**src/rtl/tff_bank_pkg.sv**
```systemverilog
// Shared definitions for the debounced toggle/counter bank.
// Contents: mode encoding, mode port width, and a width helper for the
// debounce counter.
package tff_bank_pkg;

  localparam int unsigned MODE_W = 2;

  typedef enum logic [MODE_W-1:0] {
    MODE_TOGGLE = 2'b00,
    MODE_UP     = 2'b01,
    MODE_DOWN   = 2'b10,
    MODE_HOLD   = 2'b11
  } mode_e;

  // Counter width able to hold 0..n-1, never narrower than one bit.
  function automatic int unsigned cnt_width(input int unsigned n);
    return (n > 1) ? $clog2(n) : 1;
  endfunction

endpackage

```
**src/rtl/btn_debounce.sv**
```systemverilog
// One button channel. The raw level is synchronised, then debounced.
// A rising edge of the debounced level produces a one-cycle pulse.
// Ports:
//   sysclk  - system clock
//   reset_n - async active-low reset
//   btn     - raw button level, asynchronous to sysclk
//   press   - registered 1-cycle pulse on an accepted 0->1 transition
//   rise_c  - combinational view of the same event, valid in the cycle
//             before press (lets the parent update on the same edge)
module btn_debounce
  import tff_bank_pkg::*;
#(
  parameter int unsigned SYNC_STAGES = 2,
  parameter int unsigned DB_CYCLES   = 4
) (
  input  logic sysclk,
  input  logic reset_n,
  input  logic btn,
  output logic press,
  output logic rise_c
);

  localparam int unsigned      CNT_W    = cnt_width(DB_CYCLES);
  localparam logic [CNT_W-1:0] CNT_LAST = CNT_W'(DB_CYCLES - 1);

  logic [SYNC_STAGES-1:0] sync;
  logic [CNT_W-1:0]       cnt;
  logic                   stable;
  logic                   s;

  assign s = sync[SYNC_STAGES-1];

  // The last mismatching sample of a long-enough run flips stable upward.
  assign rise_c = s & ~stable & (cnt == CNT_LAST);

  // Sync chain, mismatch run counter and accepted level.
  always_ff @(posedge sysclk or negedge reset_n) begin
    if (!reset_n) begin
      sync   <= '0;
      cnt    <= '0;
      stable <= 1'b0;
      press  <= 1'b0;
    end else begin
      sync  <= {sync[SYNC_STAGES-2:0], btn};
      press <= rise_c;
      if (s != stable) begin
        if (cnt == CNT_LAST) begin
          stable <= s;
          cnt    <= '0;
        end else begin
          cnt <= cnt + CNT_W'(1);
        end
      end else begin
        cnt <= '0;
      end
    end
  end

endmodule

```
**src/rtl/tff_bank_debounced.sv**
```systemverilog
// N-channel toggle / up-down counter bank driven by raw push-buttons.
// Every button is debounced per channel. The bank state changes on the
// same edge that emits the press pulse.
// Ports:
//   sysclk  - system clock, all flops on rising edge
//   reset_n - async active-low reset
//   btn     - raw button levels [N_CH-1:0]
//   mode    - 00 toggle, 01 count up, 10 count down, 11 hold
//   clr     - synchronous clear of led (wins over mode)
//   led     - registered bank state
//   press   - 1-cycle pulse per accepted rising edge of each button
//   wrap    - 1-cycle pulse when the counter wraps in either direction
module tff_bank_debounced
  import tff_bank_pkg::*;
#(
  parameter int unsigned N_CH        = 3,
  parameter int unsigned SYNC_STAGES = 2,
  parameter int unsigned DB_CYCLES   = 4
) (
  input  logic              sysclk,
  input  logic              reset_n,
  input  logic [N_CH-1:0]   btn,
  input  logic [MODE_W-1:0] mode,
  input  logic              clr,
  output logic [N_CH-1:0]   led,
  output logic [N_CH-1:0]   press,
  output logic              wrap
);

  logic [N_CH-1:0] rise_c;
  logic [N_CH-1:0] led_nxt;
  logic            wrap_nxt;

  // One debouncer per button.
  for (genvar i = 0; i < N_CH; i++) begin : g_ch
    btn_debounce #(
      .SYNC_STAGES(SYNC_STAGES),
      .DB_CYCLES  (DB_CYCLES)
    ) u_db (
      .sysclk (sysclk),
      .reset_n(reset_n),
      .btn    (btn[i]),
      .press  (press[i]),
      .rise_c (rise_c[i])
    );
  end

  // Next bank state. Only button 0 drives the counter modes.
  always_comb begin
    led_nxt  = led;
    wrap_nxt = 1'b0;
    if (clr) begin
      led_nxt = '0;
    end else begin
      case (mode_e'(mode))
        MODE_TOGGLE: led_nxt = led ^ rise_c;
        MODE_UP: begin
          if (rise_c[0]) begin
            led_nxt  = led + N_CH'(1);
            wrap_nxt = &led;
          end
        end
        MODE_DOWN: begin
          if (rise_c[0]) begin
            led_nxt  = led - N_CH'(1);
            wrap_nxt = ~|led;
          end
        end
        default: ;  // hold
      endcase
    end
  end

  // Bank state register.
  always_ff @(posedge sysclk or negedge reset_n) begin
    if (!reset_n) begin
      led  <= '0;
      wrap <= 1'b0;
    end else begin
      led  <= led_nxt;
      wrap <= wrap_nxt;
    end
  end

endmodule
```
**config.mk**
```make
export PLATFORM = sky130hd
export DESIGN_NAME = tff_bank_debounced
export DESIGN_NICKNAME = d
export VERILOG_FILES = /design/src/rtl/tff_bank_pkg.sv /design/src/rtl/btn_debounce.sv /design/src/rtl/tff_bank_debounced.sv
export SDC_FILE = /design/constraint.sdc
export NUM_CORES = 1
export LEC_CHECK = 0
export CAP_MARGIN = 25
export CORE_MARGIN = 5
export CORE_UTILIZATION = 46
export CTS_CLUSTER_SIZE = 12
export DETAILED_ROUTE_END_ITERATION = 12
export HOLD_SLACK_MARGIN = 0.08
export PLACE_DENSITY = 0.72
export SETUP_SLACK_MARGIN = 0.05
export SKIP_LAST_GASP = 1
export SLEW_MARGIN = 20
export SYNTH_ARGS = -nofsm -noshare
export SYNTH_HDL_FRONTEND = slang
export SYNTH_SLANG_ARGS = --single-unit
export TNS_END_PERCENT = 5
```
**constraint.sdc**
```tcl
create_clock -name sysclk -period 1.55 [get_ports sysclk]
set_clock_uncertainty 0.05 [all_clocks]
set_input_delay 0.155 -clock sysclk [delete_from_list [all_inputs] [get_ports sysclk]]
set_output_delay 0.155 -clock sysclk [all_outputs]
set_load 0.05 [all_outputs]
```
==> Implementation_results.wiki, run 1 <==
{| class="wikitable"
! Metric !! Value
|-
| Status || finished, violations left
|-
| Violated checks || setup timing
|-
| Capture instance of the worst register-to-register path || led[2]
|-
| Vert. Die Dim || 56.9 um
|-
| Initial detailed-routing violation count || 7
|-
| Max Clk Rate || just over 0.6 GHz
|-
| Critical Path AT || roughly 1.8 ns
|-
| Area overhead of the layout relative to synthesis || 32.6%
|-
| Cell depth of the worst flop-to-flop path || 5
|-
| Share of the synthesized area in the top cell type || 54.4%
|-
| Global-route wire length before repair || roughly 3.5 mm
|-
| Routed wire length || 1.91 mm
|-
| Path category of the worst min-delay check || in2async
|-
| Number of placement rows || 17
|-
| H-Tree Level Count || 1
|-
| Max-slew violations || 0
|-
| Net count of the finished layout || 135
|-
| Nature of the critical path startpoint || flip-flop
|-
| Portion of netlist area occupied by mux cells || 0%
|-
| Slowest cell on the critical path || sky130_fd_sc_hd__or4_1
|-
| Max-capacitance violation count || 0
|-
| Synth Area in Simple Gates || between 10 and 15%
|-
| Count of flip-flops with a built-in enable after synthesis || 0
|-
| Antenna violations before repair || 0
|-
| Maximum number of pins on one net before global-route repair || 23
|-
| I/O Buffers || 14
|-
| CTS buffer count || 3
|-
| Critical Path RT || between 1.5 and 2 ns
|-
| Worst IR Drop VDD || ~800 uV
|-
| Final Hold Violating Endpoints || 0
|-
| Synth Flop Type || sky130_fd_sc_hd__dfrtp_1
|-
| Starting Density || 47.1%
|-
| Cells taking the most area after synthesis || sky130_fd_sc_hd__dfrtp_1, sky130_fd_sc_hd__ha_1, sky130_fd_sc_hd__inv_1
|-
| Synthesized instance count || just under 90
|-
| Post-synthesis instance area || 1010 sq um
|-
| Via count of the first global-routing pass || 839
|-
| Post-DR vias/cell || 5.12
|-
| Most frequent cell after synthesis || sky130_fd_sc_hd__dfrtp_1
|-
| Routed metal-1 wire length || a little under 800 um
|-
| Share of the synthesized area in compound gates (AO/OA/AOI/OAI) || 10.1%
|-
| Final critical delay including setup and external delays || 1.64 ns
|-
| Number of diodes added for antenna fixing || 0
|-
| Die area || ~3200 sq um
|-
| Normalized max-slew margin || 81.9%
|-
| Library cell occupying the most area in the post-synthesis netlist || sky130_fd_sc_hd__dfrtp_1
|-
| Fraction of synthesized cell area in xor and xnor cells || 3.46%
|-
| Hpwl dp || 1.35 mm
|-
| Vias || roughly 730
|-
| Insertion delay of the later-clocked pin in the worst-skew pair || 0.32 ns
|-
| RSZ-0062 raised after global routing || true
|-
| Met2 routed WL || 1.02 mm
|-
| Synthesized area divided by synthesized cell count || 11.6 sq um
|-
| FFs w/ async S/R, synth || 100%
|-
| Routed len/inst || 13.4 um
|-
| Highest metal layer with signal wires || met4
|-
| Launching point of the worst reg2reg path || g_ch[2].u_db.cnt[0]
|-
| First-pass DRT Iterations || 4
|-
| Final cell count without fillers || 143
|-
| Setup CP Type || reg2reg
|-
| Commonest cells in the netlist || sky130_fd_sc_hd__dfrtp_1, sky130_fd_sc_hd__ha_1, sky130_fd_sc_hd__inv_1
|-
| Max Buffers Root-to-Sink || 2
|-
| Instance area after placement || 1240 sq um
|-
| Post-placement worst setup slack || -0.472 ns
|-
| Synthesized netlist net count || around 110
|-
| Share of the yosys chip area belonging to registers || 54.4%
|-
| Die extent in x || between 50 and 60 um
|-
| Worst slack on hold paths || 0.123 ns
|-
| Flop2flop setup slack || -0.09 ns
|-
| Sum of negative setup slack || -0.137 ns
|-
| Static power due to leakage || 0.666 nW
|-
| Placer Congestion || between 0.7 and 0.8
|-
| Clock tree from TritonCTS || built
|-
| Number of nets with antenna violations after detailed routing || 0
|-
| Nature of the critical path endpoint || flip-flop
|-
| Number of failing setup endpoints in the final timing report || 2
|-
| Met3 wire len || 78 um
|-
| Fraction of the mapped netlist area in adder cells || about 14%
|-
| Clock-pin slew on the worst setup and hold paths || approximately 0.12 ns
|-
| Synth cell types || 22
|-
| Slew at the pin closest to its max-slew limit || between 0.2 and 0.3 ns
|-
| GRT overflow || 0
|-
| Count of state elements after synthesis || 22
|-
| Cells after DPL || about 140
|-
| Library cell used as clock root buffer || sky130_fd_sc_hd__clkbuf_4
|-
| # DRC || 0
|-
| Tcrit/Tclk final || 105%
|-
| Post-route worst setup slack || -0.0850 ns
|-
| I/O Pins || 15
|-
| Yosys warnings || 0
|-
| Ordered cell list for the critical path || ha_2 > nand2_4 > or4_1 > a21o_1 > a31oi_1
|-
| Power per standard cell area || between 1000 and 1500 nW/um^2
|-
| Total core area || ~2100 sq um
|-
| Overall routing resource usage || 13.8%
|-
| CP peak stage delay || 0.52 ns
|-
| Post-route cell area || 1340 sq um
|-
| Combinational family with the most area after synthesis || adder cells
|-
| Maximum net fanout on the critical path || 3
|-
| CTS sink cnt || 22
|-
| Proportion of layout cells with a drive suffix above 1 || 36.5%
|}
-- report_power, final --
part | leakage [nW] | internal [W] | switching, W
sequential | 0.277 | 0.000700 | 0.0000699
combinational | 0.361 | 0.000301 | 0.000326
clock | 0.0279 | 0.000262 | 0.000179
total | 0.666 | 0.00126 | 0.000575
-- through the flow --
step | power, W | util [%]
floorplan | 0.00116 | -
global placement | 0.00131 | 57.8
detailed placement | 0.00135 | 57.8
CTS | 0.00184 | 62.1
global route | 0.00199 | 62.5
finish | 0.00184 | 62.5
-- sequential cells by signal, summed over array words and instances (netlist names) --
register / count
led: 3
wrap: 1
g_ch.u_db.cnt: 6
g_ch.u_db.press: 3
g_ch.u_db.stable: 3
g_ch.u_db.sync: 6
-- critical path, delay by kind of cell, from the launching register on --
kind                     cells  cell delay (ns)
AO/OA/AOI/OAI                2             0.34
AND/OR/NAND/NOR              2             0.57
flip-flops                   1             0.38
adder cells (fa/ha/maj)      1             0.21
-- worst max path at each step --
stage,cells after the start,start,end
after floorplan,6,mode[0],led[2]
final,5,g_ch[2].u_db.cnt[0],led[2]
after global routing,6,g_ch[2].u_db.stable,led[2]
after detailed placement,7,mode[0],led[2]
after global placement,7,mode[0],led[1]
after CTS,6,g_ch[2].u_db.stable,led[2]
-- logic make-up (layout without fill, tap and decap cells) --
logic type | after synthesis | count (layout)
flops | 22 | 22
simple gates | 21 | 21
compound gates | 16 | 16
buf+inv | 13 | 41
fa+ha+maj | 11 | 11
xor+xnor | 4 | 4
-- cells in the final DEF, fill, tap and decap left out, types with 3 or more instances in the layout --
cell type,count
sky130_fd_sc_hd__nand3b_1,3
sky130_fd_sc_hd__buf_4,20
sky130_fd_sc_hd__a31o_2,3
sky130_fd_sc_hd__inv_1,7
sky130_fd_sc_hd__inv_2,3
sky130_fd_sc_hd__clkdlybuf4s50_1,5
sky130_fd_sc_hd__a21oi_1,5
sky130_fd_sc_hd__clkbuf_4,3
sky130_fd_sc_hd__ha_1,6
sky130_fd_sc_hd__nor2b_1,3
sky130_fd_sc_hd__ha_2,3
sky130_fd_sc_hd__dfrtp_2,3
sky130_fd_sc_hd__nor3_1,4
sky130_fd_sc_hd__dfrtp_1,19
sky130_fd_sc_hd__nand2_1,3
-- layout make-up --
| cell class | count | area [sq um] |
|---|---|---|
| Clock inverter | 1 | 30.0 |
| Inverter | 10 | 37.5 |
| Sequential cell | 22 | 554 |
| Multi-Input combinational cell | 52 | 445 |
| Timing Repair Buffer | 27 | 218 |
| Clock buffer | 3 | 22.5 |
| Tap cell | 28 | 35.0 |
| Fill cell | 170 | 806 |
-- metal layers --
metal  global-route usage (%)  vias up
met3                     2.53        4
met2                     25.8       19
met1                     15.5      357
met4                     4.97        0
met5                        0        -
li1                         -      352
-- repair_timing --
item                       CTS  global route
setup buffers                1             0
gates resized for setup     12             2
hold buffers                 0             0
setup endpoints to repair    4             3
pin swaps                    2             4
Note: power is estimated with default switching activity, not from simulation.
==> run 2: changes to the inputs <==
--- a/config.mk
+++ b/config.mk
@@ -7,15 +7,16 @@
 export LEC_CHECK = 0
 export CAP_MARGIN = 25
 export CORE_MARGIN = 5
-export CORE_UTILIZATION = 46
+export CORE_UTILIZATION = 47
 export CTS_CLUSTER_SIZE = 12
 export DETAILED_ROUTE_END_ITERATION = 12
 export HOLD_SLACK_MARGIN = 0.08
-export PLACE_DENSITY = 0.72
+export PLACE_DENSITY = 0.73
 export SETUP_SLACK_MARGIN = 0.05
 export SKIP_LAST_GASP = 1
 export SLEW_MARGIN = 20
 export SYNTH_ARGS = -nofsm -noshare
 export SYNTH_HDL_FRONTEND = slang
+export SYNTH_HIERARCHICAL = 1
 export SYNTH_SLANG_ARGS = --single-unit
 export TNS_END_PERCENT = 5
==> Implementation_results.wiki, run 2 <==
{| class="wikitable"
! Metric !! Value
|-
| Slew at the pin closest to its max-slew limit || 0.291 ns (+0.0192 ns)
|-
| Static power due to leakage || 0.680 nW (+2.2%)
|-
| Global-route wire length before repair || 3.26 mm (-7.6%)
|-
| Flop2flop setup slack || -0.04 ns (+0.04 ns)
|-
| Hpwl dp || 1.38 mm (+2.4%)
|-
| Maximum number of pins on one net before global-route repair || 23 (unchanged)
|-
| Normalized max-slew margin || 80.6% (-1.3 points)
|-
| Share of the synthesized area in the top cell type || 52.3% (-2.1 points)
|-
| Clock-pin slew on the worst setup and hold paths || 0.12 ns (about the same)
|-
| Synthesized area divided by synthesized cell count || 12.8 sq um (+10%)
|-
| Post-DR vias/cell || 4.98 (-2.7%)
|-
| Synthesized netlist net count || 101 (-4.7%)
|-
| Final critical delay including setup and external delays || 1.59 ns (-0.0428 ns)
|-
| Library cell occupying the most area in the post-synthesis netlist || sky130_fd_sc_hd__dfrtp_1
|-
| Via count of the first global-routing pass || 746 (-11%)
|-
| Status || finished, violations left
|-
| Synth cell types || 27 (+23%)
|-
| Library cell used as clock root buffer || sky130_fd_sc_hd__clkbuf_4
|-
| Yosys warnings || 6 (+6)
|-
| Most frequent cell after synthesis || sky130_fd_sc_hd__dfrtp_1
|-
| H-Tree Level Count || 1 (unchanged)
|-
| Total core area || 2170 sq um (+0.99%)
|-
| Routed len/inst || 12.9 um (-3.4%)
|-
| Max Buffers Root-to-Sink || 2 (unchanged)
|-
| Hold-fix buffer count after cts || 0 (unchanged)
|-
| Commonest cells in the netlist || sky130_fd_sc_hd__dfrtp_1, sky130_fd_sc_hd__ha_1, sky130_fd_sc_hd__inv_1
|-
| Post-synthesis instance area || 1050 sq um (+4.0%)
|-
| Initial detailed-routing violation count || 3 (-4)
|-
| GRT overflow || 0 (unchanged)
|-
| Overall routing resource usage || 12.8% (-1.0 points)
|-
| CTS buffer count || 3 (unchanged)
|-
| Violated checks || setup timing
|-
| Post-route worst setup slack || -0.0423 ns (+0.0428 ns)
|-
| Synthesized instance count || 82 (-5.7%)
|-
| Count of flip-flops with a built-in enable after synthesis || 0 (unchanged)
|-
| Vert. Die Dim || 57.3 um (+0.71%)
|-
| Instance area after placement || 1340 sq um (+7.8%)
|-
| Number of nets with antenna violations after detailed routing || 0 (unchanged)
|-
| Starting Density || 48.5% (+1.4 points)
|-
| Placer Congestion || 0.827 (+7.1%)
|-
| RSZ-0062 raised after global routing || true
|-
| Tcrit/Tclk final || 103% (-2.8 points)
|-
| Leading cell type in the layout, fill and taps excluded || sky130_fd_sc_hd__buf_4
|-
| Maximum net fanout on the critical path || 2 (-1)
|-
| Number of failing setup endpoints in the final timing report || 3 (+1)
|-
| Share of the yosys chip area belonging to registers || 52.3% (-2.1 points)
|-
| Max-capacitance violation count || 0 (unchanged)
|-
| Power per standard cell area || 1190 nW/um^2 (-13%)
|-
| Capture instance of the worst register-to-register path || led[1]
|-
| Area of the multi-input gates || 520 sq um (+17%)
|-
| Clock tree from TritonCTS || built
|-
| Commonest non-fill, non-tap cells in the layout || sky130_fd_sc_hd__buf_4, sky130_fd_sc_hd__dfrtp_1, sky130_fd_sc_hd__ha_1
|-
| Proportion of layout cells with a drive suffix above 1 || 44.0% (+7.4 points)
|-
| FFs w/ async S/R, synth || 100% (unchanged)
|-
| Routed wire length || 1.86 mm (-2.7%)
|-
| Final total power || 0.00170 W (-7.3%)
|-
| Insertion delay of the later-clocked pin in the worst-skew pair || 0.30 ns (-0.02 ns)
|-
| Post-placement worst setup slack || -0.474 ns (-0.00255 ns)
|-
| Synth Flop Type || sky130_fd_sc_hd__dfrtp_1
|-
| Path category of the worst min-delay check || in2async
|-
| Cell depth of the worst flop-to-flop path || 6 (+1)
|-
| # DRC || 0 (unchanged)
|-
| Final Hold Violating Endpoints || 0 (unchanged)
|-
| Number of diodes added for antenna fixing || 0 (unchanged)
|-
| Max Clk Rate || 0.628 GHz (+2.7%)
|-
| Count of state elements after synthesis || 22 (unchanged)
|-
| Critical Path AT || 1.77 ns (-0.05 ns)
|-
| Number of placement rows || 17 (unchanged)
|-
| Launching point of the worst reg2reg path || g_ch[1].u_db/stable
|-
| Final design utilization || 65.7% (+3.3 points)
|-
| Die extent in x || 57.3 um (+0.71%)
|-
| Max-slew violations || 0 (unchanged)
|-
| I/O Buffers || 14 (unchanged)
|-
| Vias || 717 (-2.0%)
|-
| Post-route cell area || 1430 sq um (+6.2%)
|-
| FILL cells || 178 (+4.7%)
|-
| CTS sink cnt || 22 (unchanged)
|-
| Area overhead of the layout relative to synthesis || 35.6%
|-
| Net count of the finished layout || 136 (+0.74%)
|-
| Cells taking the most area after synthesis || sky130_fd_sc_hd__dfrtp_1, sky130_fd_sc_hd__ha_1, sky130_fd_sc_hd__mux2_4
|-
| Antenna violations before repair || 0 (unchanged)
|-
| Nature of the critical path endpoint || flip-flop
|-
| Setup CP Type || reg2reg
|-
| First-pass DRT Iterations || 3 (-1)
|-
| Largest registers ranked by flip-flop count || g_ch.u_db/cnt x6, g_ch.u_db/sync x6
|-
| Worst IR Drop VDD || 694 uV (-15%)
|-
| Critical Path RT || 1.73 ns (about the same)
|-
| I/O Pins || 15 (unchanged)
|-
| Die area || 3290 sq um (+1.4%)
|-
| Reg area || 552 sq um (-0.45%)
|-
| Nature of the critical path startpoint || flip-flop
|}
==> run 2: stage by stage <==
stage,cells,hold slack (ns),TNS (ns)
after floorplan,82,-0.191,-0.00198
after global placement,138,0.283,-1.54
after detailed placement,138,0.286,-1.67
after CTS,143,0.145,-0.117
after global routing,144,0.175,-0.304
final,144,0.143,-0.121
==> run 2: layout make-up <==
type                            count  share of cell area [%]
Inverter                            6                    1.58
Timing Repair Buffer               31                    18.2
Clock buffer                        4                    2.54
Sequential cell                    22                    38.7
Tap cell                           28                    2.46
Multi-Input combinational cell     53                    36.5
==> run 2: cell families (layout without fill, tap and decap cells) <==
kind of cell | after synthesis | count (layout) | share of synthesized area [%]
compound gates | 10 | 10 | 7.85
flops | 22 | 22 | 52.3
mux | 3 | 3 | 4.28
simple gates | 26 | 26 | 17.4
xor+xnor | 3 | 3 | 2.50
buf+inv | 7 | 41 | 2.62
fa+ha+maj | 11 | 11 | 13.1
==> run 2: how the worst max path moves through the flow <==
stage / from / to / slack, ns / depth (start not counted)
after detailed placement: mode[1] / led[2] / -0.47 / 8
final: g_ch[1].u_db/stable / led[1] / -0.04 / 6
after global routing: g_ch[0].u_db/stable / led[0] / -0.12 / 6
after CTS: g_ch[1].u_db/stable / led[1] / -0.07 / 6
after floorplan: led[1] / led[2] / -0.002 / 5
after global placement: mode[0] / led[2] / -0.43 / 8
==> run 2: critical path, stage by stage, from the launching register on <==
cell                      delay (ns)
sky130_fd_sc_hd__dfrtp_1        0.40
sky130_fd_sc_hd__inv_1          0.07
sky130_fd_sc_hd__ha_2           0.16
sky130_fd_sc_hd__and2_4         0.13
sky130_fd_sc_hd__or3b_1         0.34
sky130_fd_sc_hd__a211o_1        0.27
sky130_fd_sc_hd__a21oi_2        0.11
==> run 2: metal layers <==
layer | GRT usage (%) | wire [um] | up-vias
li1 | - | - | 351
met1 | 15.7 | 793 | 354
met2 | 21.9 | 986 | 10
met3 | 2.94 | 60 | 2
met4 | 4.97 | 18 | 0
met5 | 0 | 0 | -
==> run 2: repair_timing <==
action                     CTS  global route
buffers inserted             1             1
setup endpoints to repair    4             3
pin swaps                    2             1
resized for setup            8             4
==> run 2: report_power, final <==
| group | switching, W | leakage [nW] | internal (W) |
|---|---|---|---|
| sequential | 0.0000718 | 0.279 | 0.000697 |
| combinational | 0.000280 | 0.381 | 0.000352 |
| clock | 0.000159 | 0.0210 | 0.000143 |
| total | 0.000511 | 0.680 | 0.00119 |
